[src/rtl/tile_scheduler.sv]
// -----------------------------------------------------------------------------
// tile_scheduler
//
// Frame-level sequencer: walks a framebuffer tile by tile, strobing the raster
// controller (tile_start) and the tile writer (write_start), and computes the
// SDRAM destination address of every tile. Rasterisation of tile N+1 overlaps
// the write-out of tile N through the double-buffered tile RAM, because
// write_start also swaps the buffers.
//
// Optional feature macro: TILE_SCHED_PERF_EN
//   defined   -> frame_cycles reports the length of the last frame in cycles
//   undefined -> frame_cycles is tied to 0
//
// Handshake: frame_start and abort are single-cycle pulses sampled on the
// rising edge of gpu_clk. tile_start / write_start / done are single-cycle
// pulses. write_addr is valid while write_start is high. A new write_start is
// only issued after writer_reading has been seen low; the frame ends only after
// writer_reading=0 and writer_flushed=1.
//
// Ports:
//   gpu_clk, gpu_rst          clock, asynchronous active-high reset
//   frame_start, abort        control pulses
//   base_addr, stride         address of tile (0,0), row pitch in bytes
//   tiles_x, tiles_y          frame size in tiles
//   raster_busy               raster controller status
//   writer_reading            tile writer still reading tile RAM
//   writer_flushed            tile writer FIFO drained
//   tile_start, write_start   strobes to raster controller / tile writer
//   tile_x, tile_y            indices of the tile being rasterised
//   write_addr                destination address of the tile being written
//   busy, done, aborted       frame status
//   frame_cycles              length of the last frame (perf build only)
// -----------------------------------------------------------------------------
module tile_scheduler #(
    parameter int TILE_W_BYTES = 64,
    parameter int TILE_ROWS    = 32
) (
    input  logic        gpu_clk,
    input  logic        gpu_rst,
    input  logic        frame_start,
    input  logic        abort,
    input  logic [31:0] base_addr,
    input  logic [15:0] stride,
    input  logic [7:0]  tiles_x,
    input  logic [7:0]  tiles_y,
    input  logic        raster_busy,
    input  logic        writer_reading,
    input  logic        writer_flushed,
    output logic        tile_start,
    output logic        write_start,
    output logic [7:0]  tile_x,
    output logic [7:0]  tile_y,
    output logic [31:0] write_addr,
    output logic        busy,
    output logic        done,
    output logic        aborted,
    output logic [31:0] frame_cycles
);

    typedef enum logic [2:0] {
        S_IDLE, S_RSTART, S_RARM, S_RWAIT, S_WWAIT, S_WSTART, S_FLUSH, S_FIN
    } state_t;

    state_t      r_state;
    state_t      w_next;

    logic [15:0] r_stride;
    logic [7:0]  r_tiles_x;
    logic [7:0]  r_tiles_y;
    logic [7:0]  r_cx;
    logic [7:0]  r_cy;
    logic [31:0] r_row_base;

    logic        r_tile_start;
    logic        r_write_start;
    logic [7:0]  r_tile_x;
    logic [7:0]  r_tile_y;
    logic [31:0] r_write_addr;
    logic        r_busy;
    logic        r_done;
    logic        r_aborted;

    logic        w_accept;
    logic        w_abort_ok;
    logic        w_last_tile;
    logic        w_stop;
    logic        w_row_end;
    logic [31:0] w_row_step;
    logic [31:0] w_tile_addr;

    assign w_accept    = (r_state == S_IDLE) && frame_start;
    assign w_abort_ok  = abort && (r_state inside {S_RSTART, S_RARM, S_RWAIT, S_WWAIT, S_WSTART});
    assign w_last_tile = (r_cx == r_tiles_x - 8'd1) && (r_cy == r_tiles_y - 8'd1);
    // r_aborted doubles as the pending-abort flag: it is cleared on acceptance.
    // An abort arriving in WSTART itself still ends the frame after this tile.
    assign w_stop      = w_last_tile || r_aborted || abort;
    assign w_row_end   = ({1'b0, r_cx} + 9'd1) >= {1'b0, r_tiles_x};
    assign w_row_step  = 32'(r_stride) * 32'(TILE_ROWS);
    assign w_tile_addr = r_row_base + 32'(r_cx) * 32'(TILE_W_BYTES);

    // State register
    always_ff @(posedge gpu_clk or posedge gpu_rst) begin
        if (gpu_rst) begin
            r_state <= S_IDLE;
        end else begin
            r_state <= w_next;
        end
    end

    // Next-state logic
    always_comb begin
        w_next = r_state;
        case (r_state)
            S_IDLE: begin
                if (frame_start) begin
                    if (tiles_x == 8'd0 || tiles_y == 8'd0) w_next = S_FIN;
                    else                                    w_next = S_RSTART;
                end
            end
            S_RSTART: w_next = S_RARM;
            S_RARM:   w_next = S_RWAIT;  // raster_busy not yet valid for this tile
            S_RWAIT:  if (!raster_busy)    w_next = S_WWAIT;
            S_WWAIT:  if (!writer_reading) w_next = S_WSTART;
            S_WSTART: w_next = w_stop ? S_FLUSH : S_RSTART;
            S_FLUSH:  if (!writer_reading && writer_flushed) w_next = S_FIN;
            S_FIN:    w_next = S_IDLE;
            default:  w_next = S_IDLE;
        endcase
    end

    // Datapath and registered outputs. tile_start/done follow the current
    // state; write_start follows the next state so that it lands two cycles
    // after raster_busy falls.
    always_ff @(posedge gpu_clk or posedge gpu_rst) begin
        if (gpu_rst) begin
            r_stride      <= '0;
            r_tiles_x     <= '0;
            r_tiles_y     <= '0;
            r_cx          <= '0;
            r_cy          <= '0;
            r_row_base    <= '0;
            r_tile_start  <= 1'b0;
            r_write_start <= 1'b0;
            r_tile_x      <= '0;
            r_tile_y      <= '0;
            r_write_addr  <= '0;
            r_busy        <= 1'b0;
            r_done        <= 1'b0;
            r_aborted     <= 1'b0;
        end else begin
            r_tile_start  <= (r_state == S_RSTART);
            r_write_start <= (w_next == S_WSTART);
            r_done        <= (r_state == S_FIN);
            r_busy        <= (w_next != S_IDLE);

            if (r_state == S_RSTART) begin
                r_tile_x <= r_cx;
                r_tile_y <= r_cy;
            end

            if (w_next == S_WSTART) begin
                r_write_addr <= w_tile_addr;
            end

            if (w_accept) begin
                r_stride   <= stride;
                r_tiles_x  <= tiles_x;
                r_tiles_y  <= tiles_y;
                r_cx       <= '0;
                r_cy       <= '0;
                r_row_base <= base_addr;
                r_aborted  <= 1'b0;
            end else begin
                if (w_abort_ok) begin
                    r_aborted <= 1'b1;
                end
                if (r_state == S_WSTART) begin
                    if (w_row_end) begin
                        r_cx       <= '0;
                        r_cy       <= r_cy + 8'd1;
                        r_row_base <= r_row_base + w_row_step;
                    end else begin
                        r_cx <= r_cx + 8'd1;
                    end
                end
            end
        end
    end

`ifdef TILE_SCHED_PERF_EN
    logic [31:0] r_cycle_cnt;
    logic [31:0] r_frame_cycles;

    // Counts the acceptance cycle through the FIN cycle inclusive.
    always_ff @(posedge gpu_clk or posedge gpu_rst) begin
        if (gpu_rst) begin
            r_cycle_cnt    <= '0;
            r_frame_cycles <= '0;
        end else begin
            if (w_accept) begin
                r_cycle_cnt <= 32'd1;
            end else if (r_state != S_IDLE) begin
                r_cycle_cnt <= r_cycle_cnt + 32'd1;
            end
            if (r_state == S_FIN) begin
                r_frame_cycles <= r_cycle_cnt + 32'd1;
            end
        end
    end

    assign frame_cycles = r_frame_cycles;
`else
    assign frame_cycles = '0;
`endif

    assign tile_start  = r_tile_start;
    assign write_start = r_write_start;
    assign tile_x      = r_tile_x;
    assign tile_y      = r_tile_y;
    assign write_addr  = r_write_addr;
    assign busy        = r_busy;
    assign done        = r_done;
    assign aborted     = r_aborted;

endmodule

[config.mk]
export PLATFORM = sky130hd
export DESIGN_NAME = tile_scheduler
export DESIGN_NICKNAME = d
export VERILOG_FILES = /design/src/rtl/tile_scheduler.sv
export SDC_FILE = /design/constraint.sdc
export NUM_CORES = 1
export LEC_CHECK = 0
export CORE_AREA = 5 5 148 150
export DETAILED_ROUTE_END_ITERATION = 10
export DIE_AREA = 0 0 153 155
export GPL_TIMING_DRIVEN = 0
export PLACE_DENSITY = 0.67
export SETUP_SLACK_MARGIN = 0.05
export SLEW_MARGIN = 20
export SYNTH_ARGS = -nofsm -noshare
export SYNTH_HDL_FRONTEND = slang
export SYNTH_SLANG_ARGS = --single-unit
[constraint.sdc]
create_clock -name gpu_clk -period 6.5 [get_ports gpu_clk]
set_clock_uncertainty 0.2 [all_clocks]
set_input_delay 1.3 -clock gpu_clk [delete_from_list [all_inputs] [get_ports gpu_clk]]
set_output_delay 1.3 -clock gpu_clk [all_outputs]
set_load 0.03 [all_outputs]
==> metrics.txt, run 1 <==
Slew Viols, Final 0; P per Cell Area 485 mW/mm^2; critical path, cell by cell clkdlybuf4s50_1 -> nor4b_2 -> clkbuf_1 -> clkbuf_1 -> clkbuf_1 -> nand2_1 -> nand2_1; area of the mapped netlist 0.00799 sq mm; Num CTS Buffers 17; GP Congestion 0.885; Starting Density 38.9%; post-synth top area share 42.6%; cell depth of the worst min-delay path 2; Leakage 4.68 nW; reg2reg start r_cx[2]$_DFFE_PP0P_; die width 153 microns; fin area 0.0104 sq mm; DRC 0; most common cell after layout, fill and taps aside nand2_1; RSZ-0062 raised after global routing false; root buffer cell clkbuf_16; share of cells above drive strength 1 9.57%; Synth async-reset ratio 100%; die height 155 microns; CTS clk-pin slew, worst paths 60 ps; drt first-iter violations 630; Worst Hold Class reg2reg; Layout area overhead 29.7%; I/O Buffers 123; Post-synth EDFFs 0; CP arrival 4150 ps; most frequent cells in the layout 198 x nand2_1, 136 x dfrtp_1, 123 x clkdlybuf4s50_1; Peak Freq 251 MHz; Pwr Total 5.03 mW; DR WL/cell 16.8 microns; worst skew pair latency 430 ps; Final Net Count 1183; worst reg2reg setup slack 2590 ps; Setup CP Type in2reg; slowest stage delay, CP 590 ps; Critical Path RT 6670 ps; Max Cap Viol 0; adder-cell share of the synthesized area 6.14%; largest net degree at the start of global routing 76; initial antenna violation count 0; post-synthesis register bit count 136; mux share of post-synthesis cell area 2.50%; placed cell areas 0.00972 sq mm; # setup viols final 0; I/O pins 156; worst r2r dst r_row_base[20]$_DFFE_PP0P_; XOR/XNOR Fraction of Synth Area 7.29%; CP endpoint kind flip-flop; Worst path most repeated cell clkbuf_1; vias in the first global route 7008; first-pass GRT wire length 36.8 mm; Detailed Place HPWL 16.8 mm; fin util 50.4%; Hold Slack 266 ps; post-cts resize count 0; Synth Area in Simple Gates 21.0%; die area 0.0237 sq mm; critical-path maximum fanout 10; worst slew pin tran 805 ps; TritonCTS Sinks 136; sequential area share after synthesis 42.6%; total track usage 19.4%; Synth area leaders dfrtp_1 43%, nand2_1 9.3%, ha_1 5.6%; Tmin final 3980 ps; Via density 5.13; Cell variety after synth 67; synth warn 0; Hold Vio Cnt, Final 0; grt ovf 0; CP Launch Type input port; vias post-DR 6993; n_diodes 0; Total Routed Length 22.9 mm; setup bufs post-CTS 0; Slew HR 46.1%; Worst setup startpoint frame_start; Post-DRT Antenna Nets 0; Crit-path slowest cell clkbuf_1; CTS H-tree depth 4; post-synthesis compound-gate area fraction 14.2%; leading area contributor after synthesis dfrtp_1; depth of the worst register-to-register path 13; status complete, no violations; largest family of logic cells by synthesized area simple AND/OR/NAND/NOR gates; ys flop type dfrtp_1; Pre-Repair DR Iteration Count 5; Avg Synthesized Cell Area 8.88 sq um; Syn Inst Count 900; core area 0.0206 sq mm; num rows 53; cts hold-fix bufs 0; clock buffer depth 2; worst setup path endpoint r_stride[10]$_DFFE_PP0P_; CTS tree yes; period utilisation layout 61.2%; maximum VDD drop 0.228 mV
[cell type report]
class / instances / area [sq um]
Timing Repair Buffer: 124 / 1260
Inverter: 28 / 113
Sequential cell: 136 / 3400
Fill cell: 1959 / 10200
Clock inverter: 14 / 211
Buffer: 68 / 390
Multi-Input combinational cell: 699 / 4210
Clock buffer: 18 / 439
Tap cell: 275 / 344
[synth_stat cells (all sizes together), types with 12 or more instances]
library cell and n:
a21o 12, a21oi 31, a31oi 16, buf 41
clkbuf 27, dfrtp 136, ha 36, inv 27
mux2 16, nand2 199, nand3 15, nor2 47
nor3 21, o21ai 77, xnor2 39, xor2 25
[stage by stage]
stage	instances	setup slack (ps)	TNS, ps
2_1_floorplan	931	1360	0
5_1_grt	1362	2290	0
3_5_place_dp	1330	2150	0
6_report	1362	2520	0
3_3_place_gp	1329	-697	-93290
4_1_cts	1362	2590	0
[how the worst min path moves through the flow]
| stage | slack (ps) | from | to |
|---|---|---|---|
| final | 270 | r_row_base[3]$_DFFE_PP0P_ | write_addr[3]$_DFFE_PP0N_ |
| after global routing | 280 | r_row_base[0]$_DFFE_PP0P_ | write_addr[0]$_DFFE_PP0N_ |
| after CTS | 270 | r_row_base[0]$_DFFE_PP0P_ | write_addr[0]$_DFFE_PP0N_ |
| after detailed placement | 260 | r_row_base[2]$_DFFE_PP0P_ | write_addr[2]$_DFFE_PP0N_ |
| after global placement | 240 | r_row_base[0]$_DFFE_PP0P_ | write_addr[0]$_DFFE_PP0N_ |
| after floorplan | 240 | r_row_base[0]$_DFFE_PP0P_ | write_addr[0]$_DFFE_PP0N_ |
[worst max-delay path, delay by kind of cell]
| family | cells | cell delay [ps] |
|---|---|---|
| AND/OR/NAND/NOR | 3 | 780 |
| buffers and inverters | 4 | 2050 |
[kinds of logic after synthesis]
| logic type | after synthesis |
|---|---|
| mux | 18 |
| fa+ha+maj | 38 |
| other cells | 1 |
| compound gates | 183 |
| simple gates | 363 |
| flops | 136 |
| xor+xnor | 65 |
| buf+inv | 96 |
[flip-flops by register name (all words and copies together) (netlist names)]
register	cells
r_tiles_x	8
done	1
r_cx	8
r_row_base	32
r_cy	8
r_stride	16
write_start	1
write_addr	32
tile_x	8
r_tiles_y	8
busy	1
tile_y	8
tile_start	1
r_state	3
aborted	1
[where the power goes]
group | switching [mW] | total, mW | internal [mW] | leakage, nW
Clock | 0.412 | 1.08 | 0.663 | 0.316
Combinational | 1.42 | 2.45 | 1.03 | 2.65
Sequential | 0.323 | 1.51 | 1.18 | 1.71
[layer usage]
layer	global-route usage [%]	wire length [microns]	up-vias
met2	30.2	10200	255
met5	0	0	-
met1	26.3	10400	3282
met3	4.51	1580	48
met4	7.64	675	0
li1	-	-	3408
Note: power is estimated with default switching activity, not from simulation.
==> run 2: changes to the inputs <==
- PLACE_DENSITY: 0.67 -> 0.7
- clock period: 6.5 -> 3.2 ns (I/O delays scaled with it)
==> run 2 against run 1 <==
Core utilization grew 1.7 points. Count of clock-buffer cells in the layout rose by 3. Register-to-register slack worse by 2500 ps. Global-route usage is 0.089 points higher. Die area unchanged. Critical path type is now reg2reg. Sequential share of layout area is 1.0 points lower. Flip-flop and latch count stayed put. Total power grew 110%. Highest routed layer unchanged. Sequential power up 100%.
==> metrics.txt, run 2 (synthesis gave the netlist of run 1 again) <==
clock buffer depth 2 (unchanged); depth of the worst register-to-register path 12 (-1); Layout area overhead 34.2%; CTS clk-pin slew, worst paths 60 ps (about the same); grt ovf 0 (unchanged); Detailed Place HPWL 17.2 mm (+2.2%); RSZ-0062 raised after global routing true; most frequent cells in the layout 198 x nand2_1, 132 x dfrtp_1, 123 x clkdlybuf4s50_1; Crit-path slowest cell dfrtp_2; Pre-Repair DR Iteration Count 5 (unchanged); num rows 53 (unchanged); DRC 0 (unchanged); GP Congestion 0.884 (-0.20%); Post-DRT Antenna Nets 0 (unchanged); Max Cap Viol 0 (unchanged); die height 155 microns (unchanged); CP endpoint kind flip-flop; die area 0.0237 sq mm (unchanged); Starting Density 38.9% (unchanged); Hold Vio Cnt, Final 0 (unchanged); Peak Freq 325 MHz; Num CTS Buffers 17 (unchanged); die width 153 microns (unchanged); period utilisation layout 96.2%; CP arrival 3190 ps (-960 ps); TritonCTS Sinks 136 (unchanged); maximum VDD drop 0.421 mV (+84%); I/O Buffers 123 (unchanged); vias post-DR 7232 (+3.4%); Leakage 4.82 nW (+3.1%); core area 0.0206 sq mm (unchanged); critical-path maximum fanout 7 (-3); slowest stage delay, CP 490 ps (-100 ps); share of cells above drive strength 1 13.6% (+4.0 points); CTS tree yes; I/O pins 156 (unchanged); CP Launch Type flip-flop; # fillers 1844 (-5.9%); # setup viols final 0 (unchanged); cell depth of the worst min-delay path 2 (unchanged); P per Cell Area 965 mW/mm^2 (+99%); initial antenna violation count 0 (unchanged); Setup CP Type reg2reg; Layout Cells excl Fill 1382 (+1.5%); worst slew pin tran 902 ps (+97.1 ps); DR WL/cell 17.2 microns (+2.5%); Via density 5.23 (+1.9%); vias in the first global route 6998 (-0.14%); Slew HR 39.6% (-6.5 points); Worst Hold Class reg2reg; Slew Viols, Final 0 (unchanged); cts hold-fix bufs 0 (unchanged); placed cell areas 0.00977 sq mm (+0.50%); n_diodes 0 (unchanged); fin area 0.0107 sq mm (+3.4%); drt first-iter violations 595 (-5.6%); placed cells 1333 (+0.23%); most common cell after layout, fill and taps aside nand2_1; first-pass GRT wire length 37.0 mm (+0.43%); Critical Path RT 3310 ps (-3360 ps); total track usage 19.5% (+0.089 points); Tmin final 3080 ps; Total Routed Length 23.8 mm (+4.0%); register area 0.00341 sq mm (+0.15%); post-place setup slack -569 ps (-2720 ps); worst skew pair latency 430 ps (about the same); CTS H-tree depth 4 (unchanged); critical path, cell by cell ha_4 -> nand3_2 -> xnor2_1 -> ha_1 -> buf_4 -> a221oi_4 -> o221ai_4 -> and2_4 -> clkbuf_16 -> and3_1 -> mux2i_1 -> nand2_1; area of the multi-input gates 0.00435 sq mm (+3.4%); status complete, no violations; root buffer cell clkbuf_16; Final Net Count 1204 (+1.8%); Final Worst Setup Slack 120 ps (-2400 ps); largest net degree at the start of global routing 34 (-55%)
==> run 2: power by group <==
| part | switching (mW) | internal, mW | total (mW) |
|---|---|---|---|
| Combinational | 2.99 | 2.23 | 5.22 |
| Clock | 0.767 | 1.29 | 2.05 |
| Sequential | 0.667 | 2.41 | 3.08 |
| Total | 4.42 | 5.93 | 10.3 |
==> run 2: per-stage QoR <==
step	power [mW]	util, %	setup TNS, ps	hold slack [ps]
CTS	10.2	51.2	0	271
detailed placement	8.01	47.5	-26330	262
global placement	7.87	47.1	-105990	247
finish	10.3	52.2	0	272
global route	11.1	52.2	-1.26	279
floorplan	6.43	-	0	239
==> run 2: layout make-up <==
class	instances	area share (%)
buffer	68	4.04
clock buffer	21	4.39
clock inverter	10	1.34
inverter	28	1.01
multi-input combinational	699	40.6
sequential	136	31.8
tap	275	3.21
timing repair buffer	145	13.6
==> run 2: path summary, 6_finish.rpt <==
kind / start / to / slack, ps
max in group asynchronous: gpu_rst / r_cx[0]$_DFFE_PP0P_ / 1730
worst min register to register: r_row_base[2]$_DFFE_PP0P_ / write_addr[2]$_DFFE_PP0N_ / 270
worst min-delay path: r_row_base[2]$_DFFE_PP0P_ / write_addr[2]$_DFFE_PP0N_ / 270
worst max register to register: r_cx[1]$_DFFE_PP0P_ / r_row_base[15]$_DFFE_PP0P_ / 120
min in group asynchronous: gpu_rst / write_addr[23]$_DFFE_PP0N_ / 340
worst max-delay path: r_cx[1]$_DFFE_PP0P_ / r_row_base[15]$_DFFE_PP0P_ / 120
==> run 2: critical path: cells and delay by family (launching register included) <==
kind	cells	cell delay, ps
DFF	1	490
and+or+nand+nor	4	600
buffers and inverters	2	310
adders and majority gates	2	560
AOI/OAI and AO/OA	2	480
muxes	1	140
xor gates and xnor gates	1	170
==> run 2: routing by layer <==
metal / GRT usage, % / wire length (microns) / vias up
met1: 26.0 / 10200 / 3410
met2: 30.4 / 10900 / 320
met4: 7.89 / 712 / 0
met3: 4.98 / 2010 / 57
li1: - / - / 3445
met5: 0 / 0 / -
==> run 2: what timing repair did <==
action / in CTS / in global routing
pin swaps: 5 / 8
gates resized for setup: 24 / 25
hold endpoints to repair: 0 / 0
buffers inserted: 8 / 9
gates cloned: 0 / 1
endpoints found under the setup margin: 62 / 67
